===== src/rtl/mem_arbiter_if.sv =====
// Bus bundle between the fetch/memory stages, the arbiter and the shared RAM.
// The slave view belongs to the arbiter. The master view belongs to the surrounding pipeline and RAM.
interface mem_arbiter_if;
  logic        ifReq;
  logic [31:0] ifAddr;
  logic        flush;
  logic        memReq;
  logic        memWrite;
  logic [31:0] memAddr;
  logic [31:0] memWdata;
  logic [31:0] ramRdata;
  logic        ramReady;
  logic        ramEn;
  logic        ramWrite;
  logic [31:0] ramAddr;
  logic [31:0] ramWdata;
  logic        ifValid;
  logic [31:0] ifData;
  logic        memValid;
  logic [31:0] memData;
  logic        ifStall;
  logic        memStall;

  modport slave (
    input  ifReq, ifAddr, flush, memReq, memWrite, memAddr, memWdata, ramRdata, ramReady,
    output ramEn, ramWrite, ramAddr, ramWdata, ifValid, ifData, memValid, memData,
           ifStall, memStall
  );

  modport master (
    output ifReq, ifAddr, flush, memReq, memWrite, memAddr, memWdata, ramRdata, ramReady,
    input  ramEn, ramWrite, ramAddr, ramWdata, ifValid, ifData, memValid, memData,
           ifStall, memStall
  );
endinterface


===== src/rtl/mem_arbiter.sv =====
// Shares one RAM port between instruction fetch and the memory stage.
// Grants alternate under contention, and a flush cancels a fetch that is already in flight.
module mem_arbiter (
  input  logic          clk,
  input  logic          rst,
  mem_arbiter_if.slave  bus
);

  typedef enum logic [1:0] {IDLE, IF_BUSY, MEM_BUSY} state_t;

  state_t      state;
  logic        drop;
  logic        lastMem;
  logic        regWrite;
  logic [31:0] regAddr;
  logic [31:0] regWdata;

  logic        memGrant;
  logic        ifGrant;
  logic        busy;

  // Memory wins unless fetch is also waiting and memory was served last; a flush never blocks it.
  always_comb begin
    memGrant = bus.memReq & (!bus.ifReq | !lastMem | bus.flush);
    ifGrant  = bus.ifReq & !bus.flush & !memGrant;
  end

  always_ff @(posedge clk or negedge rst) begin
    if (!rst) begin
      state    <= IDLE;
      drop     <= 1'b0;
      lastMem  <= 1'b0;
      regWrite <= 1'b0;
      regAddr  <= '0;
      regWdata <= '0;
    end else begin
      case (state)
        IDLE: begin
          if (memGrant) begin
            state    <= MEM_BUSY;
            regAddr  <= bus.memAddr;
            regWrite <= bus.memWrite;
            regWdata <= bus.memWrite ? bus.memWdata : 32'h0;
          end else if (ifGrant) begin
            state    <= IF_BUSY;
            regAddr  <= bus.ifAddr;
            regWrite <= 1'b0;
            regWdata <= '0;
          end
        end
        IF_BUSY: begin
          // A cancelled fetch still runs to completion so the RAM sees a clean access.
          if (bus.ramReady) begin
            state   <= IDLE;
            drop    <= 1'b0;
            lastMem <= 1'b0;
          end else if (bus.flush) begin
            drop <= 1'b1;
          end
        end
        MEM_BUSY: begin
          if (bus.ramReady) begin
            state   <= IDLE;
            lastMem <= 1'b1;
          end
        end
        default: state <= IDLE;
      endcase
    end
  end

  assign busy         = (state != IDLE);
  assign bus.ramEn    = busy;
  assign bus.ramWrite = (state == MEM_BUSY) & regWrite;
  assign bus.ramAddr  = busy ? regAddr : 32'h0;
  assign bus.ramWdata = bus.ramWrite ? regWdata : 32'h0;

  assign bus.ifValid  = (state == IF_BUSY) & bus.ramReady & !drop & !bus.flush;
  assign bus.ifData   = bus.ifValid ? bus.ramRdata : 32'h0;
  assign bus.memValid = (state == MEM_BUSY) & bus.ramReady;
  assign bus.memData  = (bus.memValid & !regWrite) ? bus.ramRdata : 32'h0;

  assign bus.ifStall  = bus.ifReq & !bus.ifValid;
  assign bus.memStall = bus.memReq & !bus.memValid;

endmodule


===== src/flat_wrapper.sv =====
// flat-port wrapper written by rule: the top's interface ports become plain ports
module mem_arbiter_flat 
  (clk, rst, bus_ifReq, bus_ifAddr, bus_flush, bus_memReq, bus_memWrite, bus_memAddr, bus_memWdata, bus_ramRdata, bus_ramReady, bus_ramEn, bus_ramWrite, bus_ramAddr, bus_ramWdata, bus_ifValid, bus_ifData, bus_memValid, bus_memData, bus_ifStall, bus_memStall);
  mem_arbiter_if bus_i ();
  input  logic clk;
  input  logic rst;
  input wire logic [$bits(bus_i.ifReq)-1:0] bus_ifReq;
  input wire logic [$bits(bus_i.ifAddr)-1:0] bus_ifAddr;
  input wire logic [$bits(bus_i.flush)-1:0] bus_flush;
  input wire logic [$bits(bus_i.memReq)-1:0] bus_memReq;
  input wire logic [$bits(bus_i.memWrite)-1:0] bus_memWrite;
  input wire logic [$bits(bus_i.memAddr)-1:0] bus_memAddr;
  input wire logic [$bits(bus_i.memWdata)-1:0] bus_memWdata;
  input wire logic [$bits(bus_i.ramRdata)-1:0] bus_ramRdata;
  input wire logic [$bits(bus_i.ramReady)-1:0] bus_ramReady;
  output wire logic [$bits(bus_i.ramEn)-1:0] bus_ramEn;
  output wire logic [$bits(bus_i.ramWrite)-1:0] bus_ramWrite;
  output wire logic [$bits(bus_i.ramAddr)-1:0] bus_ramAddr;
  output wire logic [$bits(bus_i.ramWdata)-1:0] bus_ramWdata;
  output wire logic [$bits(bus_i.ifValid)-1:0] bus_ifValid;
  output wire logic [$bits(bus_i.ifData)-1:0] bus_ifData;
  output wire logic [$bits(bus_i.memValid)-1:0] bus_memValid;
  output wire logic [$bits(bus_i.memData)-1:0] bus_memData;
  output wire logic [$bits(bus_i.ifStall)-1:0] bus_ifStall;
  output wire logic [$bits(bus_i.memStall)-1:0] bus_memStall;
  assign bus_i.ifReq = bus_ifReq;
  assign bus_i.ifAddr = bus_ifAddr;
  assign bus_i.flush = bus_flush;
  assign bus_i.memReq = bus_memReq;
  assign bus_i.memWrite = bus_memWrite;
  assign bus_i.memAddr = bus_memAddr;
  assign bus_i.memWdata = bus_memWdata;
  assign bus_i.ramRdata = bus_ramRdata;
  assign bus_i.ramReady = bus_ramReady;
  assign bus_ramEn = bus_i.ramEn;
  assign bus_ramWrite = bus_i.ramWrite;
  assign bus_ramAddr = bus_i.ramAddr;
  assign bus_ramWdata = bus_i.ramWdata;
  assign bus_ifValid = bus_i.ifValid;
  assign bus_ifData = bus_i.ifData;
  assign bus_memValid = bus_i.memValid;
  assign bus_memData = bus_i.memData;
  assign bus_ifStall = bus_i.ifStall;
  assign bus_memStall = bus_i.memStall;
  mem_arbiter u_core (.clk(clk), .rst(rst), .bus(bus_i));
endmodule

===== config.mk =====
export PLATFORM = sky130hd
export DESIGN_NAME = mem_arbiter_flat
export DESIGN_NICKNAME = d
export VERILOG_FILES = /design/src/rtl/mem_arbiter_if.sv /design/src/rtl/mem_arbiter.sv /design/src/flat_wrapper.sv
export SDC_FILE = /design/constraint.sdc
export NUM_CORES = 1
export LEC_CHECK = 0
export CELL_PAD_IN_SITES_DETAIL_PLACEMENT = 1
export CELL_PAD_IN_SITES_GLOBAL_PLACEMENT = 1
export CORE_MARGIN = 2
export CORE_UTILIZATION = 23
export CTS_CLUSTER_SIZE = 24
export DETAILED_ROUTE_END_ITERATION = 12
export PLACE_DENSITY_LB_ADDON = 0.1
export SETUP_SLACK_MARGIN = 0.15
export SLEW_MARGIN = 15
export SYNTH_ARGS = -nofsm -noshare
export SYNTH_HDL_FRONTEND = slang
export SYNTH_SLANG_ARGS = --single-unit

===== constraint.sdc =====
create_clock -name clk -period 2.1 [get_ports clk]
set_clock_uncertainty 0.2 [all_clocks]
set_input_delay 0.525 -clock clk [delete_from_list [all_inputs] [get_ports clk]]
set_output_delay 0.525 -clock clk [all_outputs]
set_load 0.03 [all_outputs]

==> flow_summary_export.csv, run 1 <==
group,metric,value,unit
final_layout,fin_cells,969,
global_routing,grt_pass1_wl,28.93,mm
yosys,synth_nets,578,
setup_path,crit_family,"buffers and inverters",
yosys,synth_top_area_share,41.24,%
power,p_leak,4.104,nW
final_layout,design_area,9027,sq um
timing,setup_viol,167,
placement,place.port_buffers,268,
power,p_per_area,1278,nW/um^2
floorplan,io_pins,269,
setup_path,path_cells,"inv_2 -> ha_4 -> nand2_1 -> nor2_2 -> buf_12 -> and2_1 -> buf_6",
floorplan,die-area,19300,sq um
setup_path,cp_num_buf_inv,3,
placement,placed_area,7467,sq um
setup_path,cp.required,1.37,ns
timing,worstMarginPinSlew,0.5112,ns
yosys,yosysWarnings,0,
timing,slew-limit-headroom,65.92,%
timing,clock.fmax,0.4014,GHz
worst_hold_path,min_path_type,"input pin to asynchronous set/reset pin",
final_layout,final_util,50.43,%
drt,wl_per_cell,20.85,um
drt,first_pass_iters,4,
yosys,synth_area_leaders,"dfrtp_1 41%, and2_1 9.7%, a22o_1 6.7%",
timing,finalWorstSetupSlack,-0.3914,ns
final_layout,num_antenna_cells,0,
final_layout,final_layout_size_suffix_gt1_share,48.11,%
drt,drtIter0Drc,150,
placement,gp_congestion,0.8304,
setup_path,arrival,1.77,ns
run_status,violations,"negative hold slack, negative setup slack",
global_routing,grt_max_degree,70,
timing,post-route-period-util,118.6,%
yosys,muxShareOfSynthArea,0,%
yosys,synth_top_area_cell,"dfrtp_1",
power,peakVddDrop,0.0005843,V
power,p_total,11.54,mW
clocking,cts.path.max_buffers,2,
setup_path,worstPathMaxFanout,32,
clocking,numCtsBuffers,9,
global_routing,overflow,0,
drt,drcViolationCount,0,
global_routing,antenna_found_initial,1,
drt,drt-total-wl,20.21,mm
clocking,root_buffer,"clkbuf_16",
setup_path,slowest_stage,"dfrtp_1",
yosys,synth_area,4187,sq um
clocking,path_clk_slew,0.06,ns
yosys,synth-xor-area-share,0,%
setup_path,critPathCaptureType,"output pin",
yosys,synth_fa_ha_area_share,0.8966,%
timing,fin_setup_tns,-45.82,ns
yosys,synth-seq-area-share,41.24,%
final_layout,area_growth,115.6,%
placement,place_hpwl,13.39,mm
setup_path,start_kind,"register",
drt,final_antenna_net_count,0,
yosys,syn_avg_cell_area,9.515,sq um
yosys,synth_compound_area_share,27.20,%
floorplan,start_util,23.39,%
floorplan,die_w,138.9,um
yosys,ys_types,30,
setup_path,max_stage_delay,0.43,ns
timing,fin_crit,2.491,ns
yosys,synthCells,440,
job,cap_violations,0,
placement,place_ws,-0.5600,ns
timing,hold_viol,2,
timing,hold_ws,-0.002529,ns
yosys,synth_top_family_by_area,"compound AO/OA/AOI/OAI gates",
timing,rsz0062_at_grt,"yes",
global_routing,grt.total_usage,18.90,%
clocking,cts_htree_levels,3,
yosys,synth_seq_cells,69,
floorplan,placementRows,49,
floorplan,core,17900,sq um
floorplan,die_h,138.9,um
global_routing,grt_pass1_vias,4893,
setup_path,criticalPathCategory,"register to output pin",
clocking,hold_buffers,0,
run_status,status,"finished, violations left",
clocking,clock-sinks,69,
placement,placed_cells,917,
timing,final_max_slew_viol_count,0,
final_layout,fin_nets,874,
drt,vias,4780,
clocking,clkLatencyLatePin,0.33,ns
drt,vias_per_cell,4.933,
yosys,yosys.area_share.simple,24.30,%
clocking,cts_tree,"built",
-- metal layers --
metal / GRT usage [%] / wire length, um / vias to the layer above / share of wire (%)
met1: 22.67 / 8010 / 2381 / 40
met5: 0 / 7 / - / 0.035
met3: 4.316 / 1268 / 20 / 6.3
li1: - / - / 2194 / -
met2: 33.83 / 10580 / 183 / 52
met4: 5.423 / 338 / 2 / 1.7
-- layout by cell type, fill, tap and decap left out, types with 2 or more instances in the layout --
| master | n |
|---|---|
| a21boi_0 | 26 |
| a21oi_1 | 2 |
| a22o_1 | 32 |
| a2bb2oi_2 | 6 |
| a32o_1 | 2 |
| and2_1 | 2 |
| and2_4 | 63 |
| and3_1 | 18 |
| and3_4 | 14 |
| buf_12 | 28 |
| buf_16 | 3 |
| buf_4 | 29 |
| buf_6 | 127 |
| buf_8 | 6 |
| clkbuf_1 | 3 |
| clkbuf_16 | 17 |
| clkdlybuf4s50_1 | 129 |
| clkinv_2 | 2 |
| dfrtp_1 | 69 |
| ha_4 | 3 |
| inv_2 | 3 |
| nand2_1 | 36 |
| nand2_4 | 2 |
| nor2_2 | 2 |
| nor2b_4 | 33 |
| nor3_4 | 2 |
| o21ai_0 | 6 |
| o221a_2 | 6 |
| o221ai_1 | 25 |
| o22a_1 | 26 |
-- kinds of logic (layout without fill, tap and decap cells) --
logic type,Yosys count,in the layout
AO/OA/AOI/OAI,136,136
buffers and inverters,55,355
flip-flops,69,69
adder cells (fa/ha/maj),3,3
AND/OR/NAND/NOR,177,177
-- Yosys cell counts, drive strengths merged --
cell,n
a21oi,2
nand2b,1
clkbuf,26
nor3,2
nor2b,34
a21boi,26
o221a,6
o21ai,7
nand3b,1
and3b,1
a22o,32
inv,5
and3,32
nand2,38
o22a,26
buf,24
o31ai,1
ha,3
a2bb2oi,6
a21o,1
nor2,3
dfrtp,69
o21a,1
a32o,2
and2,65
o221ai,26
-- repair_timing --
item	in CTS	in global routing
setup buffers	4	19
gates resized for setup	117	107
pin swaps	2	19
gates cloned	4	10
setup endpoints to repair	201	201
-- path summary, 6_finish.rpt --
| path | depth (start not counted) | endpoint | slack, ns | start |
|---|---|---|---|---|
| setup / recovery | 7 | bus_memData[31] | -0.39 | u_core.state[0] |
| hold / removal | 2 | u_core.regAddr[17] | -0.003 | rst |
| setup reg to reg | 13 | u_core.regWdata[5] | -0.16 | u_core.state[1] |
| hold reg to reg | 1 | u_core.regWdata[9] | 0.30 | u_core.regWdata[9] |
| max in group asynchronous | 2 | u_core.regWdata[16] | 1.38 | rst |
| min in group clk | 1 | u_core.regWdata[9] | 0.30 | u_core.regWdata[9] |
-- flip-flops by register name, indices dropped and copies added, names as in the netlist --
name             count
u_core.regAddr      32
u_core.state         2
u_core.drop          1
u_core.regWdata     32
u_core.regWrite      1
u_core.lastMem       1
-- report_power, final --
group          switching (mW)  total (mW)  internal [mW]
clock network           0.569        1.39          0.823
registers               0.366        2.29           1.92
logic                    3.62        7.86           4.24
total                    4.55        11.5           6.99
-- cell type report --
cell class | instances | area [sq um]
Fill cell | 1849 | 8875
Inverter | 5 | 21.27
Clock buffer | 13 | 250.2
Multi-Input combinational cell | 316 | 2796
Timing Repair Buffer | 335 | 3936
Clock inverter | 2 | 10.01
Tap cell | 229 | 286.5
Sequential cell | 69 | 1727
Note: power is estimated with default switching activity, not from simulation.
==> run 2, diff against run 1 <==
CAP_MARGIN = 15   (was not set)
SETUP_SLACK_MARGIN = 0.05   (was 0.15)
==> flow_summary_export.csv, run 2 (synthesized netlist as in run 1, its figures left out) <==
group,metric,value,unit
run_status,status,"finished, violations left",
run_status,violations,"negative setup slack",
placement,gp_congestion,0.8876,
timing,clock.fmax,0.4034,GHz
clocking,root_buffer,"clkbuf_16",
clocking,cts_tree,"built",
floorplan,die_w,138.9,um
final_layout,mostFrequentLayoutCells,"130 x clkdlybuf4s50_1, 122 x buf_6, 67 x dfrtp_1",
drt,final_antenna_net_count,0,
setup_path,arrival,1.75,ns
clocking,clock-sinks,69,
final_layout,fin_nets,876,
clocking,clkLatencyLatePin,0.34,ns
power,peakVddDrop,0.0005482,V
floorplan,die-area,19300,sq um
final_layout,area_growth,118.6,%
setup_path,criticalPathCategory,"register to output pin",
power,p_per_area,1273,nW/um^2
floorplan,io_pins,269,
timing,worstMarginPinSlew,0.4764,ns
drt,first_pass_iters,6,
placement,placed_cells,915,
setup_path,path_cells,"inv_2 -> buf_6 -> ha_4 -> buf_4 -> clkbuf_16 -> nor2b_1 -> buf_4",
drt,vias,4826,
final_layout,fin_cells,973,
setup_path,cp_common_cell,"buf_4",
drt,vias_per_cell,4.960,
final_layout,top_regs,"u_core.regAddr (32), u_core.regWdata (32), u_core.state (2)",
setup_path,cp.required,1.37,ns
timing,hold_viol,0,
setup_path,max_stage_delay,0.42,ns
setup_path,worstPathMaxFanout,7,
clocking,path_clk_slew,0.06,ns
final_layout,fillers,1863,
global_routing,grt_max_degree,79,
final_layout,final_layout_size_suffix_gt1_share,48.86,%
setup_path,crit_family,"buffers and inverters",
floorplan,die_h,138.9,um
drt,wl_per_cell,21.34,um
clocking,numCtsBuffers,9,
worst_hold_path,min_path_type,"register to register",
power,p_leak,4.078,nW
floorplan,placementRows,49,
setup_path,slowest_stage,"dfrtp_2",
timing,final_max_slew_viol_count,0,
global_routing,grt.total_usage,19.12,%
global_routing,antenna_found_initial,1,
global_routing,overflow,0,
global_routing,grt_pass1_wl,29.16,mm
setup_path,critPathCaptureType,"output pin",
timing,rsz0062_at_grt,"yes",
timing,fin_crit,2.479,ns
timing,slew-limit-headroom,68.24,%
drt,drcViolationCount,0,
clocking,cts.path.max_buffers,2,
final_layout,final_common_cell,"clkdlybuf4s50_1",
final_layout,final_util,51.11,%
floorplan,start_util,23.39,%
placement,place_hpwl,13.06,mm
global_routing,grt_pass1_vias,4807,
timing,post-route-period-util,118.0,%
drt,drt-total-wl,20.77,mm
placement,place.port_buffers,268,
timing,finalWorstSetupSlack,-0.3788,ns
clocking,cts_htree_levels,3,
job,cap_violations,0,
timing,setup_viol,201,
drt,drtIter0Drc,215,
floorplan,core,17900,sq um
setup_path,cp_num_buf_inv,5,
setup_path,start_kind,"register",
run 2: final cells by class:
type	count	area, sq um	area share [%]
timing repair buffer	337	4039	44.14
multi-input combinational	316	2779	30.37
sequential	69	1729	18.90
tap	229	286.5	3.131
clock buffer	11	252.7	2.762
clock inverter	5	35.03	0.3829
inverter	5	26.28	0.2872
antenna	1	2.502	0.02735
run 2: report_power, final:
group	internal (mW)	switching [mW]
clock	0.862	0.623
combinational	4.17	3.65
sequential	1.93	0.416
run 2: path summary, 6_finish.rpt:
| kind | start | endpoint | slack, ns | depth (start not counted) |
|---|---|---|---|---|
| min | u_core.regWdata[8] | u_core.regWdata[8] | 0.30 | 1 |
| max reg2reg | u_core.state[0] | u_core.regWdata[1] | -0.19 | 12 |
| min in group asynchronous | rst | u_core.regAddr[21] | 0.48 | 2 |
| max in group asynchronous | rst | u_core.regAddr[25] | 0.61 | 3 |
| max | u_core.state[0] | bus_ramAddr[17] | -0.38 | 7 |
| min reg2reg | u_core.regWdata[8] | u_core.regWdata[8] | 0.30 | 1 |
run 2: per-stage QoR:
step / power, mW / cell area, sq um / setup slack [ns] / setup TNS, ns / hold WS (ns)
floorplan: 5.247 / 4347 / -0.08370 / -2.676 / 0.02941
global placement: 7.469 / 7269 / -0.4800 / -55.44 / 0.2809
detailed placement: 7.553 / 7269 / -0.5093 / -58.22 / 0.2834
CTS: 9.660 / 8132 / -0.4294 / -52.26 / 0.3023
global route: 12.22 / 9150 / -0.4419 / -62.05 / 0.3181
finish: 11.65 / 9150 / -0.3788 / -47.90 / 0.3033
run 2: per-layer routing:
metal	part of all wire (%)	vias up	global-route usage [%]	routed length (um)
met5	0	-	0	0
met4	1.3	0	4.732	266
met3	5.5	23	4.765	1148
met2	52	185	34.02	10750
met1	41	2423	23.17	8600
li1	-	2195	-	-
run 2: what timing repair did:
item                       CTS  global route
hold endpoints to repair    30             0
cloned                       3            15
setup buffers                2            20
setup endpoints to repair  197           201
resized for setup          130           121
hold buffers                 1             0
pin swaps                    2            18
run 2: worst reg2reg max path, cell delays in order (launching register included):
cell and delay (ns):
dfrtp_2 0.45, inv_2 0.10, buf_6 0.10, ha_4 0.18, buf_6 0.13, buf_6 0.11, buf_16 0.11, buf_8 0.10
nand2_4 0.04, nor3_4 0.26, buf_12 0.17, clkbuf_16 0.16, a22o_1 0.13
